--- src/rtl/req_ack_responder.sv ---
// Responder end of a 4-phase req/ack handshake. It presents captured req_data on a
// valid/ready stage and counts completed transfers. Define REQ_SYNC_EN to pass req through a 2-flop synchronizer.
module req_ack_responder #(
  parameter int DATA_W = 8,
  parameter int CNT_W  = 8
) (
  input  logic              clk,
  input  logic              rst,
  input  logic              req,
  input  logic [DATA_W-1:0] req_data,
  output logic              ack,
  output logic [DATA_W-1:0] out_data,
  output logic              out_valid,
  input  logic              out_ready,
  output logic              busy,
  output logic [CNT_W-1:0]  xfer_cnt,
  output logic              proto_err
);

  typedef enum logic [1:0] {IDLE, VALID, ACK} state_t;

  state_t            state, state_nx;
  logic              ack_nx, out_valid_nx, proto_err_nx;
  logic [DATA_W-1:0] out_data_nx;
  logic [CNT_W-1:0]  xfer_cnt_nx;
  logic              req_s;

`ifdef REQ_SYNC_EN
  logic req_meta, req_sync;

  always_ff @(posedge clk) begin
    if (rst) begin
      req_meta <= 1'b0;
      req_sync <= 1'b0;
    end else begin
      req_meta <= req;
      req_sync <= req_meta;
    end
  end

  assign req_s = req_sync;
`else
  assign req_s = req;
`endif

  // busy is registered from the next state so it tracks state exactly.
  always_ff @(posedge clk) begin
    if (rst) begin
      state     <= IDLE;
      ack       <= 1'b0;
      out_valid <= 1'b0;
      out_data  <= '0;
      xfer_cnt  <= '0;
      proto_err <= 1'b0;
      busy      <= 1'b0;
    end else begin
      state     <= state_nx;
      ack       <= ack_nx;
      out_valid <= out_valid_nx;
      out_data  <= out_data_nx;
      xfer_cnt  <= xfer_cnt_nx;
      proto_err <= proto_err_nx;
      busy      <= (state_nx != IDLE);
    end
  end

  always_comb begin
    state_nx     = state;
    ack_nx       = ack;
    out_valid_nx = out_valid;
    out_data_nx  = out_data;
    xfer_cnt_nx  = xfer_cnt;
    proto_err_nx = proto_err;
    case (state)
      IDLE: begin
        if (req_s) begin
          out_data_nx  = req_data;
          out_valid_nx = 1'b1;
          state_nx     = VALID;
        end
      end
      VALID: begin
        // A dropped request wins over a simultaneous consumer accept.
        if (!req_s) begin
          out_valid_nx = 1'b0;
          proto_err_nx = 1'b1;
          state_nx     = IDLE;
        end else if (out_ready) begin
          out_valid_nx = 1'b0;
          ack_nx       = 1'b1;
          xfer_cnt_nx  = xfer_cnt + CNT_W'(1);
          state_nx     = ACK;
        end
      end
      ACK: begin
        if (!req_s) begin
          ack_nx   = 1'b0;
          state_nx = IDLE;
        end
      end
      default: begin
        state_nx     = IDLE;
        ack_nx       = 1'b0;
        out_valid_nx = 1'b0;
      end
    endcase
  end

endmodule
--- config.mk ---
export PLATFORM = sky130hd
export DESIGN_NAME = req_ack_responder
export DESIGN_NICKNAME = d
export VERILOG_FILES = /design/src/rtl/req_ack_responder.sv
export SDC_FILE = /design/constraint.sdc
export NUM_CORES = 1
export LEC_CHECK = 0
export ABC_AREA = 1
export CELL_PAD_IN_SITES_DETAIL_PLACEMENT = 1
export CELL_PAD_IN_SITES_GLOBAL_PLACEMENT = 2
export CORE_ASPECT_RATIO = 1.75
export CORE_MARGIN = 4
export CORE_UTILIZATION = 23
export DETAILED_ROUTE_END_ITERATION = 6
export PLACE_DENSITY_LB_ADDON = 0.05
export SETUP_SLACK_MARGIN = 0.05
export SLEW_MARGIN = 5
export SYNTH_ARGS = -nofsm -noshare
export SYNTH_HDL_FRONTEND = slang
export SYNTH_SLANG_ARGS = --single-unit
export TNS_END_PERCENT = 50
--- constraint.sdc ---
create_clock -name clk -period 1.19 [get_ports clk]
set_input_delay 0.238 -clock clk [delete_from_list [all_inputs] [get_ports clk]]
set_output_delay 0.238 -clock clk [all_outputs]
set_load 0.01 [all_outputs]
== After elaboration in Yosys (flattened, before gate mapping) ==
Cells that the tools add are included.

* Add/subtract/negate cells: 1
* Equality and inequality tests: 7
* Multiplexer cells: 13
* Bitwise gates (word level): 3
* Reduce and logical (&&, ||, !) cells: 7

{| class="wikitable"
|+ Operators by type and width
! operator !! number
|-
| adder 8 x 1 -> 8 bit (second input constant) || 1
|-
| two-way mux 2 bit || 4
|-
| inequality test 2 bit (second input constant) || 4
|-
| two-way mux 1 bit || 6
|-
| one-hot mux 1 bit (3 select lines) || 2
|-
| one-hot mux 2 bit (3 select lines) || 1
|-
| AND reduction 3 bit || 2
|-
| AND reduction 2 bit || 2
|-
| AND reduction 4 bit || 1
|-
| inequality test 3 bit (second input constant) || 1
|-
| NOT 1 bit || 3
|-
| == test 2 x 1 -> 1 bit (second input constant) || 1
|-
| == test 2 bit (second input constant) || 1
|-
| logical NOT 2 bit || 1
|-
| nonzero test 2 bit || 1
|}

* Flip-flop bits (word level): 22
* Input port bits: 12
* Output and inout bits: 20
* Word-level logic and storage cells: 38

== Logic depth before layout (Yosys ltp) ==
Gate-level depths: netlist of run 1.

* Depth after elaboration: 4
* Gate-level depth with buffers: 7
* Depth with buffers taken out: 7

== Least setup slack after synthesis of run 1 ==
No wires, ideal clock.

* Path type: register to register
* Start point: register xfer_cnt[0]
* End point: register xfer_cnt[6]
* Library setup time: 0.064 ns
* Arrival time: 1.090 ns
* Required time: 1.126 ns
* Slack: 0.037 ns
* Stages on the path, launching flop included: 8
* Path buffers: 0
* Clock period less this slack: 1.153 ns
* Path through: dfxtp_1 > ha_1 > nand2_1 > nor2_1 > nand3_1 > nand2_1 > inv_1 > nor2_1

* Cells in the longest elaborated chain, start to end: 1

{| class="wikitable"
|+ Ends and longest elaborated chain
! element !! RTL line !! text
|-
| from (decl) || 16 || <nowiki>output logic [CNT_W-1:0] xfer_cnt,</nowiki>
|-
| from (signal assigned) || 61 || <nowiki>xfer_cnt <= xfer_cnt_nx;</nowiki>
|-
| adder 8 x 1 -> 8 bit || 91 || <nowiki>xfer_cnt_nx = xfer_cnt + CNT_W'(1);</nowiki>
|}

Every way passes these cells.
A chain may end at the register's enable or synchronous reset.

== Worst setup path in the final report of run 1 ==
* Start point: register xfer_cnt[7]
* End point: output xfer_cnt[7]

No word-level cell between the ends.

==> metrics.txt, run 1 <==
cell area after synthesis approximately 900 sq um; die height 91.9 microns; Final Setup Violations 0; CP required ~0.95 ns; footprint of the multi-input gates ~440 sq um; post-route clock skew 0.00495 ns; cell count after synthesis ~130; die footprint 5140 sq um; I/O Pins 32; Startpoint Class register; endpoints failing hold 0; fin crit share around 93%; hold_sp out_ready; DRT iter0 DRCs 4; Core Util, Final around two fifths; unrepaired setup endpoints after global routing yes; Total GRT Usage ~11%; Leak 0.733 nW; Avg Cell Area, Syn around 7.4 sq um; headroom to the max-slew limit a little over four fifths; DRT antenna net count 0; status completed; syn nets roughly 140; Area growth, synth to finish 66.0%; Slowest-stage cell, CP dfxtp_1; Final Max Tran Viols 0; Least-Margin Pin Slew about 0.23 ns; Row Count 30; synth top area cells dfxtp_1 48%, nor2_1 11%, nand2_1 8.5%, inv_1 5.7%, o21ai_0 5.4%; total number of vias between 1000 and 1500; placed instance area between 1000 and 1500 sq um; peak supply drop roughly 0.66 mV; PortBufs 31; commonest non-fill, non-tap cell in the layout nor2_1; # Max-Cap Violations 0; DP Worst Slack -0.333 ns; Sum Neg Setup Slack 0 ns; routability cong. 0.691; Top delay family on crit path flip-flops; First-pass DRT Iterations 2; register area between 400 and 500 sq um; dpl hpwl roughly 2.2 mm; Buffers & Inverters on Critical Path 1; fin crit period approximately 1.1 ns; post-synthesis sequential area ratio a little under half; clk buf depth 2; number of synthesized register bits 22; post-layout net count a little under 200; clk sinks 22; Crit Path Category reg -> out; overall power 1.74 mW; GRT overflow 0; Hold Crit Class in -> reg; drt drc 0; P per Cell Area 1130 nW/um^2; global-route wire length before repair ~4.7 mm; TritonCTS buffer count 3; Clock transition at path regs 0.09 ns; worst-path fanout max 3; sequence of cells on the critical path clkdlybuf4s15_1; Fmax roughly 0.9 GHz; Clock Latency Late Sink 0.26 ns; crit end category output port; CP startpoint xfer_cnt[7]$_SDFFE_PP0P_; Distinct cells, synth 18; Core Box Area around 3900 sq um; drt total wl between 2 and 3 mm; commonest cells after routing, fill and taps aside 25 x nor2_1, 19 x nand2_1, 17 x dfxtp_1, 17 x buf_4, 14 x inv_1; fill count roughly 500; Die X 55.9 microns; vias per cell 4.39; final worst slack 0.0784 ns; hold buffers post-CTS 0; CP arrival a little under 0.9 ns; Final Cell Area about 1500 sq um; reg2reg start xfer_cnt[0]$_SDFFE_PP0P_; CTS H-tree depth 1; CTS tree done; antenna violations before repair 0; Avg WL per Cell 12.1 microns; layout cells sized above 1 29.4%; CP peak stage delay 0.36 ns; initial core utilization between 20% and 30%; largest net degree at the start of global routing 14; clock root cell clkbuf_8; Yosys warning count 0; vias in the first global route approximately 1100; Synth top area share a little under half; Diodes inserted 0; Synth area leader dfxtp_1
[timing repair]
action                                  4_1_cts  5_1_grt
cloned                                        0        1
endpoints found under the setup margin       36       24
setup buffers                                 0        4
gates resized for setup                      30       24
pin swaps                                     1        9
[state kept, by name (all words and copies together) (netlist names)]
name,count
ack,1
busy,1
out_data,8
out_valid,1
proto_err,1
state,2
xfer_cnt,8
[per-stage QoR]
stage | hold WS, ns | std cells
5_1_grt | 0.379 | 228
2_1_floorplan | 0.300 | 125
6_report | 0.365 | 228
3_5_place_dp | 0.463 | 219
4_1_cts | 0.479 | 223
3_3_place_gp | 0.452 | 219
[final timing paths]
path / cells after the start / slack (ns) / end
worst min-delay path: 3 / 0.36 / state[0]$_SDFF_PP0_
worst max-delay path: 1 / 0.08 / xfer_cnt[7]
worst min register to register: 1 / 0.47 / proto_err$_SDFFE_PP0P_
worst max register to register: 6 / 0.10 / xfer_cnt[4]$_SDFFE_PP0P_
[synth_stat cells (all sizes together)]
library cell and n:
nor2 29, nand2 24, dfxtp 22, inv 16, o21ai 10, a21oi 8, nand3 7, nand4 3
buf 2, a21boi 1, ha 1, nand3b 1, o21a 1
[where the power goes]
group	total, mW	switching (mW)	internal [mW]
Combinational	0.239	0.118	0.121
Sequential	0.795	0.0211	0.773
Clock	0.703	0.253	0.449
Total	1.74	0.392	1.34
[final cells by class]
class                           instances  area share [%]
Clock buffer                            3            2.69
Timing Repair Buffer                   53            29.9
Inverter                               16            3.91
Tap cell                               48            3.91
Multi-Input combinational cell         85            28.4
Sequential cell                        22            29.3
Clock inverter                          1            1.96
[metal layers]
layer | vias to the layer above | GRT usage [%] | part of all wire, %
li1 | 501 | - | -
met1 | 479 | 10.7 | 36
met2 | 19 | 22.6 | 59
met3 | 2 | 1.97 | 4.3
met4 | 0 | 4.75 | 1.1
met5 | - | 0 | 0
[tightest hold or removal path, stage by stage]
cell and delay, ns:
dlymetal6s2s_1 0.12, nand3b_1 0.16, a21oi_1 0.08
[cell families after synthesis]
group,synth area share (%)
fa+ha+maj,1.35
buf+inv,8.25
compound gates,12.2
simple gates,30.6
flops,47.6
No activity file was read; power rests on OpenSTA's default activity.
==> run 2, diff against run 1 <==
--- a/config.mk
+++ b/config.mk
@@ -9,7 +9,7 @@
 export CELL_PAD_IN_SITES_DETAIL_PLACEMENT = 1
 export CELL_PAD_IN_SITES_GLOBAL_PLACEMENT = 2
 export CORE_ASPECT_RATIO = 1.75
-export CORE_MARGIN = 4
+export CORE_MARGIN = 2
 export CORE_UTILIZATION = 23
 export DETAILED_ROUTE_END_ITERATION = 6
 export PLACE_DENSITY_LB_ADDON = 0.05
==> metrics.txt, run 2 (same netlist as run 1, synthesis figures left out) <==
status completed; register share of total power a little over half; Avg WL per Cell roughly 12 microns; reg-to-reg slack, setup ~0.081 ns; Post-Route M1 WL approximately 900 microns; CTS H-tree depth 1; P per Cell Area just under 1000 nW/um^2; Clock transition at path regs 0.08 ns; fin crit share between 90% and 100%; clock root cell clkbuf_8; die footprint 4560 sq um; Clock Latency Late Sink between 0.2 and 0.3 ns; antenna violations before repair 0; GRT overflow 0; vias in the first global route between 1000 and 1500; die height between 80 and 90 microns; TritonCTS buffer count 3; DRT antenna net count 0; commonest non-fill, non-tap cell in the layout nor2_1; crit end category output port; Diodes inserted 0; Buffers & Inverters on Critical Path 1; hold_sp proto_err$_SDFFE_PP0P_; Core Util, Final approximately 40%; layout cells sized above 1 roughly 29%; largest net degree at the start of global routing 15; fin crit period around 1.1 ns; Worst Hold Path Cells 1; largest registers out_data (8), xfer_cnt (8), state (2); CTS tree done; PortBufs 31; Row Count 30; footprint of the multi-input gates 459 sq um; headroom to the max-slew limit between 80% and 90%; met3 wire length between 90 and 100 microns; register area about 450 sq um; vias per cell roughly 4.4; clk buf depth 2; post-route clock skew about 0.0019 ns; Die X just over 50 microns; FF-to-FF End xfer_cnt[3]$_SDFFE_PP0P_; peak supply drop ~0.5 mV; sw frac between 20% and 30%; Top delay family on crit path flip-flops; CP peak stage delay around 0.35 ns; Leak between 0.7 and 0.8 nW; clock power share between 30% and 40%; worst-path fanout max 2; max layer used met4; Final Non-Filler Cells 226; Worst Reg-to-Reg Cells 7; commonest cells after routing, fill and taps aside 23 x nor2_1, 19 x nand2_1, 17 x dfxtp_1, 17 x dlygate4sd2_1, 16 x buf_4; Area growth, synth to finish 69.7%; sequence of cells on the critical path dlygate4sd2_1; Slowest-stage cell, CP dfxtp_1; First-pass DRT Iterations 3; clk sinks 22; Hold Crit Endpoint proto_err$_SDFFE_PP0P_; fill count 482; Hold Crit Class reg -> reg; DRT iter0 DRCs 4; Crit Path Category reg -> out; Core Box Area 3870 sq um; CP required 0.95 ns; total number of vias 1000; Final Max Tran Viols 0; Least-Margin Pin Slew about 0.20 ns; Comb power frac between 15 and 20%; drt total wl 2.71 mm; Switch Pwr roughly 0.38 mW; P_int 1.13 mW; Startpoint Class register; Total GRT Usage a little over an eighth; I/O Pins 32; post-layout net count around 190; Final Setup Violations 0; routability cong. around 0.66; # Max-Cap Violations 0; met2 routed WL about 1.7 mm; global-route wire length before repair approximately 4.5 mm; dpl cells ~220; dpl hpwl about 2 mm; Fmax 0.902 GHz; reg2reg start xfer_cnt[0]$_SDFFE_PP0P_; initial core utilization 23.9%; hold buffers post-CTS 0; drt drc 0; unrepaired setup endpoints after global routing yes; endpoints failing hold 0; CP arrival about 0.87 ns
run 2: cell count changes in the layout (fill, tap and decap cells not counted), moves of 2 or more:
cell,previous run,this run
clkbuf_2,5,1
dlygate4sd2_1,13,17
nor2_1,25,23
nor2_2,1,3
run 2: worst max path at each step:
stage / from / end / slack, ns / cells after the start
floorplan: xfer_cnt[0]$_SDFFE_PP0P_ / xfer_cnt[6]$_SDFFE_PP0P_ / 0.07 / 7
global placement: req / xfer_cnt[7]$_SDFFE_PP0P_ / -0.25 / 8
detailed placement: req / xfer_cnt[5]$_SDFFE_PP0P_ / -0.33 / 8
CTS: ack$_SDFFE_PP0P_ / ack / 0.06 / 1
global route: state[1]$_SDFF_PP0_ / xfer_cnt[5]$_SDFFE_PP0P_ / 0.005 / 8
finish: out_data[7]$_SDFFE_PP0P_ / out_data[7] / 0.08 / 1
run 2: final cells by class:
class                      instances  area share [%]
multi-input combinational         85            29.3
timing repair buffer              52            31.5
tap                               48            3.83
inverter                          16            3.99
clock buffer                       3            2.63
sequential                        22            28.8
run 2: layer usage:
metal / vias to the layer above / track usage [%]
met5: - / 0
met4: 0 / 6.46
met3: 2 / 2.22
met2: 21 / 25.7
met1: 476 / 12.5
li1: 501 / -
run 2: repair_timing:
item | CTS | global route
setup endpoints to repair | 36 | 18
buffers inserted | 0 | 4
gates cloned | 0 | 1
endpoints found under the hold margin | 0 | 0
resized for setup | 33 | 22
pin swaps | 1 | 14
run 2: power by group through the flow:
stage | Sequential (mW) | Clock (mW) | Combinational [mW]
after floorplan | 0.827 | 0 | 0.0834
after global placement | 0.813 | 0 | 0.261
after detailed placement | 0.814 | 0 | 0.264
after CTS | 0.797 | 0.494 | 0.241
after global routing | 0.801 | 0.519 | 0.286
final | 0.795 | 0.459 | 0.256
run 2: stage by stage:
step           power, mW  setup slack, ns  hold WS [ns]  area [sq um]  setup TNS, ns
5_1_grt             1.61          0.00474         0.486          1570              0
4_1_cts             1.53           0.0553         0.469          1450              0
6_report            1.51           0.0811         0.470          1570              0
3_5_place_dp        1.08           -0.330         0.460          1430          -5.59
2_1_floorplan      0.910           0.0743         0.300           927              0
3_3_place_gp        1.07           -0.251         0.452          1430          -4.35
==> run 3, diff against run 2 <==
--- a/config.mk
+++ b/config.mk
@@ -11,8 +11,9 @@
 export CORE_ASPECT_RATIO = 1.75
 export CORE_MARGIN = 2
 export CORE_UTILIZATION = 23
+export CTS_CLUSTER_DIAMETER = 100
 export DETAILED_ROUTE_END_ITERATION = 6
-export PLACE_DENSITY_LB_ADDON = 0.05
+export PLACE_DENSITY = 0.73
 export SETUP_SLACK_MARGIN = 0.05
 export SLEW_MARGIN = 5
 export SYNTH_ARGS = -nofsm -noshare
==> metrics.txt, run 3 (same netlist as run 1, synthesis figures left out) <==
headroom to the max-slew limit between 80% and 90%; CTS tree done; crit end category output port; Worst Reg-to-Reg Cells 7; commonest cells after routing, fill and taps aside 24 x nor2_1, 19 x nand2_1, 17 x buf_4; worst-path fanout max 4; hold buffers post-CTS 0; Row Count 30; clk buf depth 2; largest registers out_data (8), xfer_cnt (8), state (2); Crit Path Category reg -> out; CTS H-tree depth 1; drt drc 0; footprint of the multi-input gates 458 sq um; unrepaired setup endpoints after global routing yes; clk sinks 22; GRT overflow 0; register area 455 sq um; die footprint around 4600 sq um; I/O Pins 32; total number of vias slightly above 1000; Area growth, synth to finish 71.7%; post-route clock skew between 0.001 and 0.0015 ns; clock root cell clkbuf_8; reg-to-reg slack, setup ~0.10 ns; vias in the first global route between 1000 and 1500; routability cong. between 0.7 and 0.8; Core Box Area slightly below 4000 sq um; sequence of cells on the critical path clkdlybuf4s15_1; vias per cell 4.50; Fmax between 0.8 and 0.9 GHz; Hold Crit Class in -> reg; fin crit share a little over nine tenths; FF-to-FF End xfer_cnt[1]$_SDFFE_PP0P_; peak supply drop 0.600 mV; layout cells sized above 1 between 20 and 30%; Worst Hold Path Cells 3; Die X about 52 microns; hold_sp out_ready; commonest non-fill, non-tap cell in the layout nor2_1; Total GRT Usage between 10% and 20%; Final Max Tran Viols 0; Avg WL per Cell about 12 microns; largest net degree at the start of global routing 15; CP required between 0.9 and 1 ns; post-layout net count slightly below 200; DRT antenna net count 0; Startpoint Class register; fill count approximately 490; global-route wire length before repair 4.53 mm; drt total wl between 2 and 3 mm; CP peak stage delay 0.37 ns; Sum Neg Setup Slack 0 ns; TritonCTS buffer count 3; overall power 1.61 mW; P per Cell Area roughly 1000 nW/um^2; Clock Latency Late Sink approximately 0.26 ns; endpoints failing hold 0; Final Cell Area 1590 sq um; antenna violations before repair 0; Leak around 0.73 nW; First-pass DRT Iterations 3; Diodes inserted 0; Least-Margin Pin Slew 0.191 ns; placed instance area approximately 1400 sq um; Slowest-stage cell, CP dfxtp_2; status completed; dpl hpwl ~2.1 mm; Buffers & Inverters on Critical Path 1; CP arrival 0.89 ns; Hold Crit Endpoint state[0]$_SDFF_PP0_; PortBufs 31; # Max-Cap Violations 0; DRT iter0 DRCs 6; reg2reg start state[1]$_SDFF_PP0_; die height a little under 90 microns; Final Setup Violations 0; Clock transition at path regs 0.08 ns; Top delay family on crit path flip-flops; initial core utilization about a quarter; fin crit period between 1 and 1.5 ns
[run 3: repair_timing]
item / CTS / global route
endpoints found under the setup margin: 35 / 28
resized for setup: 28 / 30
endpoints found under the hold margin: 0 / 0
gates cloned: 0 / 1
setup buffers: 0 / 5
pin swaps: 2 / 10
[run 3: worst register-to-register path: cells and delay by family, from the launching register on]
family	cells	cell delay, ns
buffers and inverters	3	0.28
flip-flops	1	0.37
AND/OR/NAND/NOR	4	0.35
[run 3: worst max path at each step]
stage	start	to	slack (ns)	depth (start not counted)
6_report	xfer_cnt[1]$_SDFFE_PP0P_	xfer_cnt[1]	0.06	1
4_1_cts	out_ready	xfer_cnt[5]$_SDFFE_PP0P_	0.05	8
3_3_place_gp	req	out_data[4]$_SDFFE_PP0P_	-0.26	6
3_5_place_dp	req	xfer_cnt[5]$_SDFFE_PP0P_	-0.32	8
2_1_floorplan	xfer_cnt[0]$_SDFFE_PP0P_	xfer_cnt[6]$_SDFFE_PP0P_	0.07	7
5_1_grt	xfer_cnt[0]$_SDFFE_PP0P_	xfer_cnt[5]$_SDFFE_PP0P_	0.01	8
[run 3: per-layer routing]
layer,share of wire [%],global-route usage (%)
met4,2.2,5.74
met5,0,0
met2,58,26.7
met1,34,11.9
met3,4.9,2.56
[run 3: area by class of cell]
class | instances | share of cell area, %
Clock buffer | 4 | 3.47
Inverter | 16 | 4.10
Multi-Input combinational cell | 85 | 28.8
Sequential cell | 22 | 28.7
Tap cell | 48 | 3.78
Timing Repair Buffer | 52 | 31.1
[run 3: metrics by stage]
step	hold slack (ns)	setup WS, ns	util [%]	std cells
2_1_floorplan	0.300	0.0743	-	125
3_3_place_gp	0.449	-0.256	36.7	217
3_5_place_dp	0.453	-0.323	36.7	217
4_1_cts	0.472	0.0525	37.7	221
5_1_grt	0.343	0.0126	41.1	227
6_report	0.344	0.0632	41.1	227
[run 3: report_power, final]
group | total [mW] | internal (mW) | leakage (nW) | switching [mW]
Clock | 0.548 | 0.295 | 0.0288 | 0.252
Combinational | 0.266 | 0.141 | 0.521 | 0.126
Sequential | 0.795 | 0.771 | 0.184 | 0.0242
Total | 1.61 | 1.21 | 0.734 | 0.402
